==> src/rtl/loader_pkg.sv <==
// Shared types and constants for the instruction-memory program loader.
package loader_pkg;

    localparam int unsigned WORD_BYTES = 4;
    localparam int unsigned IDX_W      = $clog2(WORD_BYTES);

    // Byte lane of the 32-bit word filled by each byte index (little-endian)
    localparam logic [IDX_W-1:0] LANE0 = IDX_W'(0);
    localparam logic [IDX_W-1:0] LANE1 = IDX_W'(1);
    localparam logic [IDX_W-1:0] LANE2 = IDX_W'(2);
    localparam logic [IDX_W-1:0] LANE3 = IDX_W'(3);

    typedef enum logic [2:0] {
        IDLE,
        RECV,
        WRITE,
        CHK,
        DONE,
        ERR
    } state_t;

    function automatic logic [31:0] word_addr(input logic [31:0] base, input logic [31:0] count);
        return base + (count << 2);
    endfunction

endpackage

==> src/rtl/loader_byte_packer.sv <==
// Packs accepted bytes little-endian into a 32-bit word; optional running checksum.
// Checksum support is compiled in with LOADER_CHECKSUM_EN.
module loader_byte_packer
    import loader_pkg::*;
(
    input  logic             clk,
    input  logic             rst,
    input  logic             clear,
    input  logic             accept,
    input  logic [7:0]       data,
    input  logic             last,
    output logic [IDX_W-1:0] idx,
    output logic [31:0]      word_c,
    output logic             word_last
`ifdef LOADER_CHECKSUM_EN
    ,
    output logic             sum_match
`endif
);

    logic [31:0] buffer;

    // Word as it will look once the byte currently offered lands in its lane
    always_comb begin
        word_c = buffer;
        case (idx)
            LANE0:   word_c[7:0]   = data;
            LANE1:   word_c[15:8]  = data;
            LANE2:   word_c[23:16] = data;
            default: word_c[31:24] = data;
        endcase
    end

    always_ff @(posedge clk) begin
        if (rst || clear) begin
            idx       <= '0;
            buffer    <= '0;
            word_last <= 1'b0;
        end else if (accept) begin
            idx       <= idx + IDX_W'(1);
            buffer    <= word_c;
            word_last <= last;
        end
    end

`ifdef LOADER_CHECKSUM_EN
    logic [7:0] sum;

    // A last byte at lane 0 is the checksum itself and is not summed
    always_ff @(posedge clk) begin
        if (rst || clear) begin
            sum       <= '0;
            sum_match <= 1'b0;
        end else if (accept) begin
            if (last && idx == LANE0) begin
                sum_match <= (data == sum);
            end else begin
                sum <= sum + data;
            end
        end
    end
`endif

endmodule

==> src/rtl/prog_loader.sv <==
// Loads a byte stream into instruction memory as consecutive 32-bit words while holding the CPU.
// Build with LOADER_CHECKSUM_EN to require a trailing checksum byte.
module prog_loader
    import loader_pkg::*;
#(
    parameter logic [31:0] BASE_ADDR = 32'h0000_0000,
    parameter int unsigned MAX_WORDS = 1024,
    localparam int unsigned CNT_W    = $clog2(MAX_WORDS) + 1
) (
    input  logic             clk,
    input  logic             rst,
    input  logic             start,
    input  logic             byte_valid,
    input  logic [7:0]       byte_data,
    input  logic             byte_last,
    output logic             byte_ready,
    output logic             WE,
    output logic [31:0]      WA,
    output logic [31:0]      WD,
    output logic             cpu_hold,
    output logic             done,
    output logic             error,
    output logic [CNT_W-1:0] words_loaded
);

    state_t           state;
    logic             accept;
    logic             pack_clear;
    logic [IDX_W-1:0] idx;
    logic [31:0]      word_c;
    logic             word_last;
    logic [CNT_W-1:0] words_next;
`ifdef LOADER_CHECKSUM_EN
    logic             sum_match;
`endif

    assign accept     = byte_valid & byte_ready;
    assign pack_clear = start & (state == IDLE || state == DONE || state == ERR);
    assign words_next = words_loaded + CNT_W'(1);

    loader_byte_packer u_packer (
        .clk       (clk),
        .rst       (rst),
        .clear     (pack_clear),
        .accept    (accept),
        .data      (byte_data),
        .last      (byte_last),
        .idx       (idx),
        .word_c    (word_c),
        .word_last (word_last)
`ifdef LOADER_CHECKSUM_EN
        ,
        .sum_match (sum_match)
`endif
    );

    always_ff @(posedge clk) begin
        if (rst) begin
            state        <= IDLE;
            byte_ready   <= 1'b0;
            WE           <= 1'b0;
            WA           <= '0;
            WD           <= '0;
            cpu_hold     <= 1'b0;
            done         <= 1'b0;
            error        <= 1'b0;
            words_loaded <= '0;
        end else begin
            WE <= 1'b0;
            case (state)
                IDLE, DONE, ERR: begin
                    if (start) begin
                        state        <= RECV;
                        byte_ready   <= 1'b1;
                        cpu_hold     <= 1'b1;
                        done         <= 1'b0;
                        error        <= 1'b0;
                        words_loaded <= '0;
                    end
                end
                RECV: begin
                    if (accept) begin
                        if (idx == LANE3) begin
                            state      <= WRITE;
                            byte_ready <= 1'b0;
                            WE         <= 1'b1;
                            WA         <= word_addr(BASE_ADDR, 32'(words_loaded));
                            WD         <= word_c;
                        end else if (byte_last) begin
                            byte_ready <= 1'b0;
`ifdef LOADER_CHECKSUM_EN
                            state      <= (idx == LANE0) ? CHK : ERR;
                            error      <= (idx != LANE0);
`else
                            state      <= ERR;
                            error      <= 1'b1;
`endif
                        end
                    end
                end
                WRITE: begin
                    words_loaded <= words_next;
                    if (word_last) begin
`ifdef LOADER_CHECKSUM_EN
                        // Data ended without a checksum byte
                        state    <= ERR;
                        error    <= 1'b1;
`else
                        state    <= DONE;
                        done     <= 1'b1;
                        cpu_hold <= 1'b0;
`endif
                    end else if (words_next == CNT_W'(MAX_WORDS)) begin
                        state <= ERR;
                        error <= 1'b1;
                    end else begin
                        state      <= RECV;
                        byte_ready <= 1'b1;
                    end
                end
`ifdef LOADER_CHECKSUM_EN
                CHK: begin
                    if (sum_match) begin
                        state    <= DONE;
                        done     <= 1'b1;
                        cpu_hold <= 1'b0;
                    end else begin
                        state <= ERR;
                        error <= 1'b1;
                    end
                end
`endif
                default: state <= IDLE;
            endcase
        end
    end

endmodule
==> config.mk <==
export PLATFORM = sky130hd
export DESIGN_NAME = prog_loader
export DESIGN_NICKNAME = d
export VERILOG_FILES = /design/src/rtl/loader_pkg.sv /design/src/rtl/loader_byte_packer.sv /design/src/rtl/prog_loader.sv
export SDC_FILE = /design/constraint.sdc
export NUM_CORES = 1
export LEC_CHECK = 0
export BUFFER_PORTS_ARGS = -buffer_cell sky130_fd_sc_hd__buf_2
export CAP_MARGIN = 20
export CORE_MARGIN = 2
export CORE_UTILIZATION = 30
export DETAILED_ROUTE_END_ITERATION = 16
export GPL_ROUTABILITY_DRIVEN = 0
export PLACE_DENSITY = 0.59
export SYNTH_ARGS = -nofsm -noshare
export SYNTH_HDL_FRONTEND = slang
export SYNTH_HIERARCHICAL = 1
export SYNTH_SLANG_ARGS = --single-unit
==> constraint.sdc <==
create_clock -name clk -period 2.3 [get_ports clk]
set_input_delay 0.345 -clock clk [delete_from_list [all_inputs] [get_ports clk]]
set_output_delay 0.345 -clock clk [all_outputs]
set_load 0.02 [all_outputs]
* After elaboration in Yosys (flattened, before gate mapping)
Index checks and enable logic that the tools add are counted.
** Storage, ports and cells
- Register bits :: 97
- Input port bits :: 13
- Output and inout port bits :: 80
- Word-level logic and storage cells :: 83
** Cells by class
- Multiplexer cells :: 32
- Bitwise logic cells :: 4
- Eq/ne operators :: 17
- Reduce and logical (&&, ||, !) cells :: 16
- Add/subtract/negate cells :: 2
** Operator list (number)
- $mux 8 :: 4
- $pmux 11 s2 :: 1
- $mux 3 :: 6
- $mux 1 :: 15
- $ne 2x2->1 const B :: 7
- $add 11x1->11 const B :: 1
- $eq 11x11->1 const B :: 1
- $mux 11 :: 1
- $pmux 3 s3 :: 1
- $reduce_and 3->1 :: 3
- $reduce_or 3->1 :: 3
- $reduce_and 7->1 :: 1
- $eq 3x3->1 const B :: 2
- $pmux 1 s3 :: 2
- $reduce_and 6->1 :: 1
- $eq 2x2->1 const B :: 2
- $pmux 1 s2 :: 2
- $eq 3x1->1 const B :: 1
- $eq 3x2->1 const B :: 1
- $logic_not 3->1 :: 1
- $logic_or 1x1->1 :: 3
- $ne 3x3->1 const B :: 1
- $reduce_bool 3->1 :: 1
- $add 2x1->2 const B :: 1
- other kinds (7) :: 9

* Longest topological paths before layout
- Word-level depth :: 5
- Mapped depth :: 7
- Gate-level depth less buffers :: 6

* Hierarchy
The synthesis kept the hierarchy.
** Modules (own cells, without submodules)
- prog_loader :: area an instance 2740.1 µm², instances 1, cells an instance 354, sequential area each 1241.2 µm²
- loader_byte_packer :: area an instance 1934.4 µm², instances 1, cells an instance 195, sequential area each 700.7 µm²

* Worst setup path before layout
Ideal clock, no wire load.
- Path type :: register to register
- Start point :: register words_loaded[0]
- End point :: register byte_ready
- Cell stages (with the launch flop) :: 7
- Path slack :: 0.255 ns
- Period minus slack after synthesis :: 2.045 ns
- Data required time :: 2.183 ns
- Setup time :: 0.117 ns
- Arrival :: 1.928 ns
- Path buffers :: 0
- Cells stage by stage :: dfxtp_1 -> ha_1 -> nand3_4 -> or4_4 -> a211oi_2 -> o211ai_1 -> o2bb2ai_1
** On the way
- Longest elaborated chain between the ends :: 4
** RTL lines
- start: declaration :: line prog_loader.sv:23 : output logic [CNT_W-1:0] words_loaded
- start signal: assignment :: line prog_loader.sv:102 : words_loaded <= words_next;
- $add 11x1->11 :: line prog_loader.sv:39 : assign words_next = words_loaded + CNT_W'(1);
- $eq 11x11->1 :: line prog_loader.sv:113 : end else if (words_next == CNT_W'(MAX_WORDS)) begin
- $ne 2x2->1 (no source line)
- $reduce_and 6->1 (no source line)
- end signal: assignment :: line prog_loader.sv:60 : byte_ready <= 1'b0;
- end signal: assignment :: line prog_loader.sv:74 : byte_ready <= 1'b1;
- end signal: assignment :: line prog_loader.sv:118 : byte_ready <= 1'b1;
- end: declaration :: line prog_loader.sv:16 : output logic byte_ready,
No other way between the ends.
A chain may end at the register's enable or synchronous reset.

* Worst setup path in the final report
- Start point :: register words_loaded[1]
- End point :: register byte_ready
The elaborated chain is that of the path after synthesis.

==> impl_metrics.yaml <==
sta:
  finalSetupTns_ns: 0
  hold_viol: 0
  post-route-min-period_ns: 2.053
  slew_headroom: 0.4243
  fmax_mhz: 487.1
  whs_ns: 0.3103
  min_period_over_period: 0.8925
  rsz0062_at_grt: "no"
  tightest_slew_ns: 0.8636
  finalSetupViolCount: 0
  skew_ns: 0.005559
  drv_slew: 0
pwr:
  switchingPower_mw: 0.8835
  p_clk_frac: 0.472
  vdd_drop_max_uv: 356.3
  power.internal_mw: 2.879
  swShare: 0.2348
  leakagePower_nw: 2.123
  seq_power_share: 0.455
  combPwrFrac: 0.073
  powerDensity_nw_per_um2: 694.6
critical_path:
  endpoint_kind: "register"
  timing.rr.start: "words_loaded[1]$_SDFFE_PP0P_"
  cpMaxStageDelayCell: "or4_4"
  cpPeakStageDelay_ns: 0.53
  cp.depth: 6
  r2r_cells: 6
  cp.arrival_ns: 2.29
  path_delay_family: "simple AND/OR/NAND/NOR gates"
  startpoint: "words_loaded[1]$_SDFFE_PP0P_"
  critPathKind: "reg2reg"
  start_kind: "register"
  crit_buf_inv: 0
  required_ns: 2.54
  worstPathCellList: "ha_1 > nand3_4 > or4_4 > a211oi_2 > o211ai_1 > o2bb2ai_1"
  crit_fanout: 7
logic_synthesis:
  syn-instance-count: 549
  synth.area.top_cells: "dfxtp_1 42%, a21oi_1 9.5%, nand2_1 8.3%"
  syn_avg_cell_area_sq_um: 8.515
  yosysSeqAreaShare: 0.4154
  synth_top_flop_cell: "dfxtp_1"
  synth-async-reset-ratio: 0
  ys_seq_elements: 97
  synth_top_cell_by_area: "dfxtp_1"
  yosys_warnings: 6
  synth_area_sq_um: 4674
  synth_cell_types: 49
  synth_most_common_cell: "nand2_1"
  ys_top_cells_by_count: "103 x nand2_1, 97 x dfxtp_1, 89 x a21oi_1, 36 x nand3_1"
  synth-edff-count: 0
  synth.top_cell.area_share: 0.4154
clock_network:
  post_cts_buffers: 0
  cts_buffers: 9
  h-tree-depth: 3
  cts_root_buf: "clkbuf_16"
  clkSlewWorstSetupHoldPaths_ns: 0.07
  cts_tree: "done"
  ctsHoldBuffers: 0
  cts_sinks: 97
  clk_path_buf_depth: 2
  post_cts_resized: 0
  clock_latency_ns: 0.35
layout:
  finish.utilization: 0.3563
  diodes: 0
  fin_cells: 794
  layout-drive-gt1-share: 0.2855
  syn2layout_area_growth_pct: 15.87
  fin_nets: 619
  fillCellCount: 1575
  stdcell_area_sq_um: 5416
floorplan:
  die_h_um: 128.8
  pin_count: 93
  die_x_um: 128.8
  die_area_sq_um: 16600
  rows: 45
  start_util: 0.3075
  design.core.area_sq_um: 15200
min_path:
  hold_depth: 3
  hold_class: "in2reg"
  hp-start: "byte_last"
drt:
  totalWireLength_um: 11500
  drt-pass1-iter-count: 5
  wl_per_cell_um: 14.49
  vias: 3989
  antenna_left: 0
  vias_per_cell: 5.024
  drc: 0
  drt_iter0_drc: 207
flow_run:
  maxCapViolCount: 0
run_status:
  status: "finished clean"
grt:
  first_global_vias: 3708
  grt_pass1_wl_um: 18890
  grt_util_met3: 0.03992
  overflow: 0
  met2_usage: 0.2278
  met1_usage: 0.1879
  antenna_found_initial: 0
  gr-max-usage-layer: "met2"
  track_usage: 0.1429
  grt_max_degree: 68
placement:
  dpl_cell_area_sq_um: 5064
  place_hpwl_um: 7658
  port_buffers: 71
  place_inst: 778
[worst paths after layout]
check | end | slack (ns)
setup / recovery | byte_ready$_SDFFE_PP0P_ | 0.25
hold / removal | u_packer/word_last$_SDFFE_PP0P_ | 0.31
setup reg to reg | byte_ready$_SDFFE_PP0P_ | 0.25
hold reg to reg | WD[12]$_SDFFE_PP0P_ | 0.45
[worst register-to-register path: cells and delay by family, from the launching register on]
kind / cells / cell delay (ns)
flops: 1 / 0.41
fa+ha+maj: 1 / 0.31
compound gates: 3 / 0.56
simple gates: 2 / 0.67
[power groups by stage]
stage / clock network [mW] / logic (mW) / registers [mW]
after floorplan: 0 / 0.230 / 1.75
after global placement: 0 / 0.268 / 1.75
after detailed placement: 0 / 0.271 / 1.75
after CTS: 1.83 / 0.272 / 1.71
after global routing: 1.89 / 0.301 / 1.71
final: 1.78 / 0.273 / 1.71
[placed cells by master (no fill, tap or decap), types with 2 or more instances in the layout]
master     count
ha_1           5
clkbuf_16      9
nand3_1       35
nand4b_1       2
inv_1          5
a311oi_1       4
mux2_2        32
a21oi_1       89
bufinv_16      3
buf_2         71
o21ai_1        2
mux2i_1        3
nor3_1         4
o21ai_0        9
o21a_1         3
dfxtp_1       97
nor2_1        22
nand2_1      103
and3_1         4
buf_4         12
conb_1        21
and3_2         2
a31oi_1        6
nor4b_1        2
a21bo_2       32
[cell families after synthesis]
| logic type | after synthesis | share of synthesized area |
|---|---|---|
| buffers and inverters | 68 | 0.08806 |
| adder cells (fa/ha/maj) | 5 | 0.01338 |
| AND/OR/NAND/NOR | 189 | 0.1868 |
| XOR/XNOR | 1 | 0.001874 |
| other | 1 | 0.0008022 |
| AO/OA/AOI/OAI | 153 | 0.2101 |
| multiplexers | 35 | 0.08351 |
| flip-flops | 97 | 0.4154 |
[flip-flops by register name, indices dropped and copies added (netlist names)]
name / cells
done: 1
WA: 11
WD: 32
u_packer/buffer: 32
byte_ready: 1
u_packer/idx: 2
words_loaded: 11
state: 3
error: 1
WE: 1
cpu_hold: 1
u_packer/word_last: 1
[stage by stage]
step                setup WS [ns]  total power [mW]
floorplan                  0.2549             1.984
finish                     0.2472             3.762
detailed placement         0.2658             2.021
global placement           0.3309             2.017
global route               0.1378             3.902
CTS                        0.2525             3.813
[final cells by class]
cell class / count / area [sq um] / share of cell area
multi-input combinational: 404 / 2402 / 0.4435
sequential: 97 / 1942 / 0.3585
timing repair buffer: 84 / 465.4 / 0.08593
clock buffer: 11 / 242.7 / 0.04481
tap: 188 / 235.2 / 0.04343
clock inverter: 5 / 110.1 / 0.02033
inverter: 5 / 18.77 / 0.003465
[metal layers]
| layer | routed length, um | vias up | part of all wire |
|---|---|---|---|
| met3 | 633 | 13 | 0.055 |
| met4 | 193 | 0 | 0.017 |
| met1 | 5330 | 1889 | 0.46 |
| met5 | 0 | - | 0 |
| li1 | - | 1959 | - |
| met2 | 5347 | 128 | 0.46 |
No activity file was read; power rests on OpenSTA's default activity.
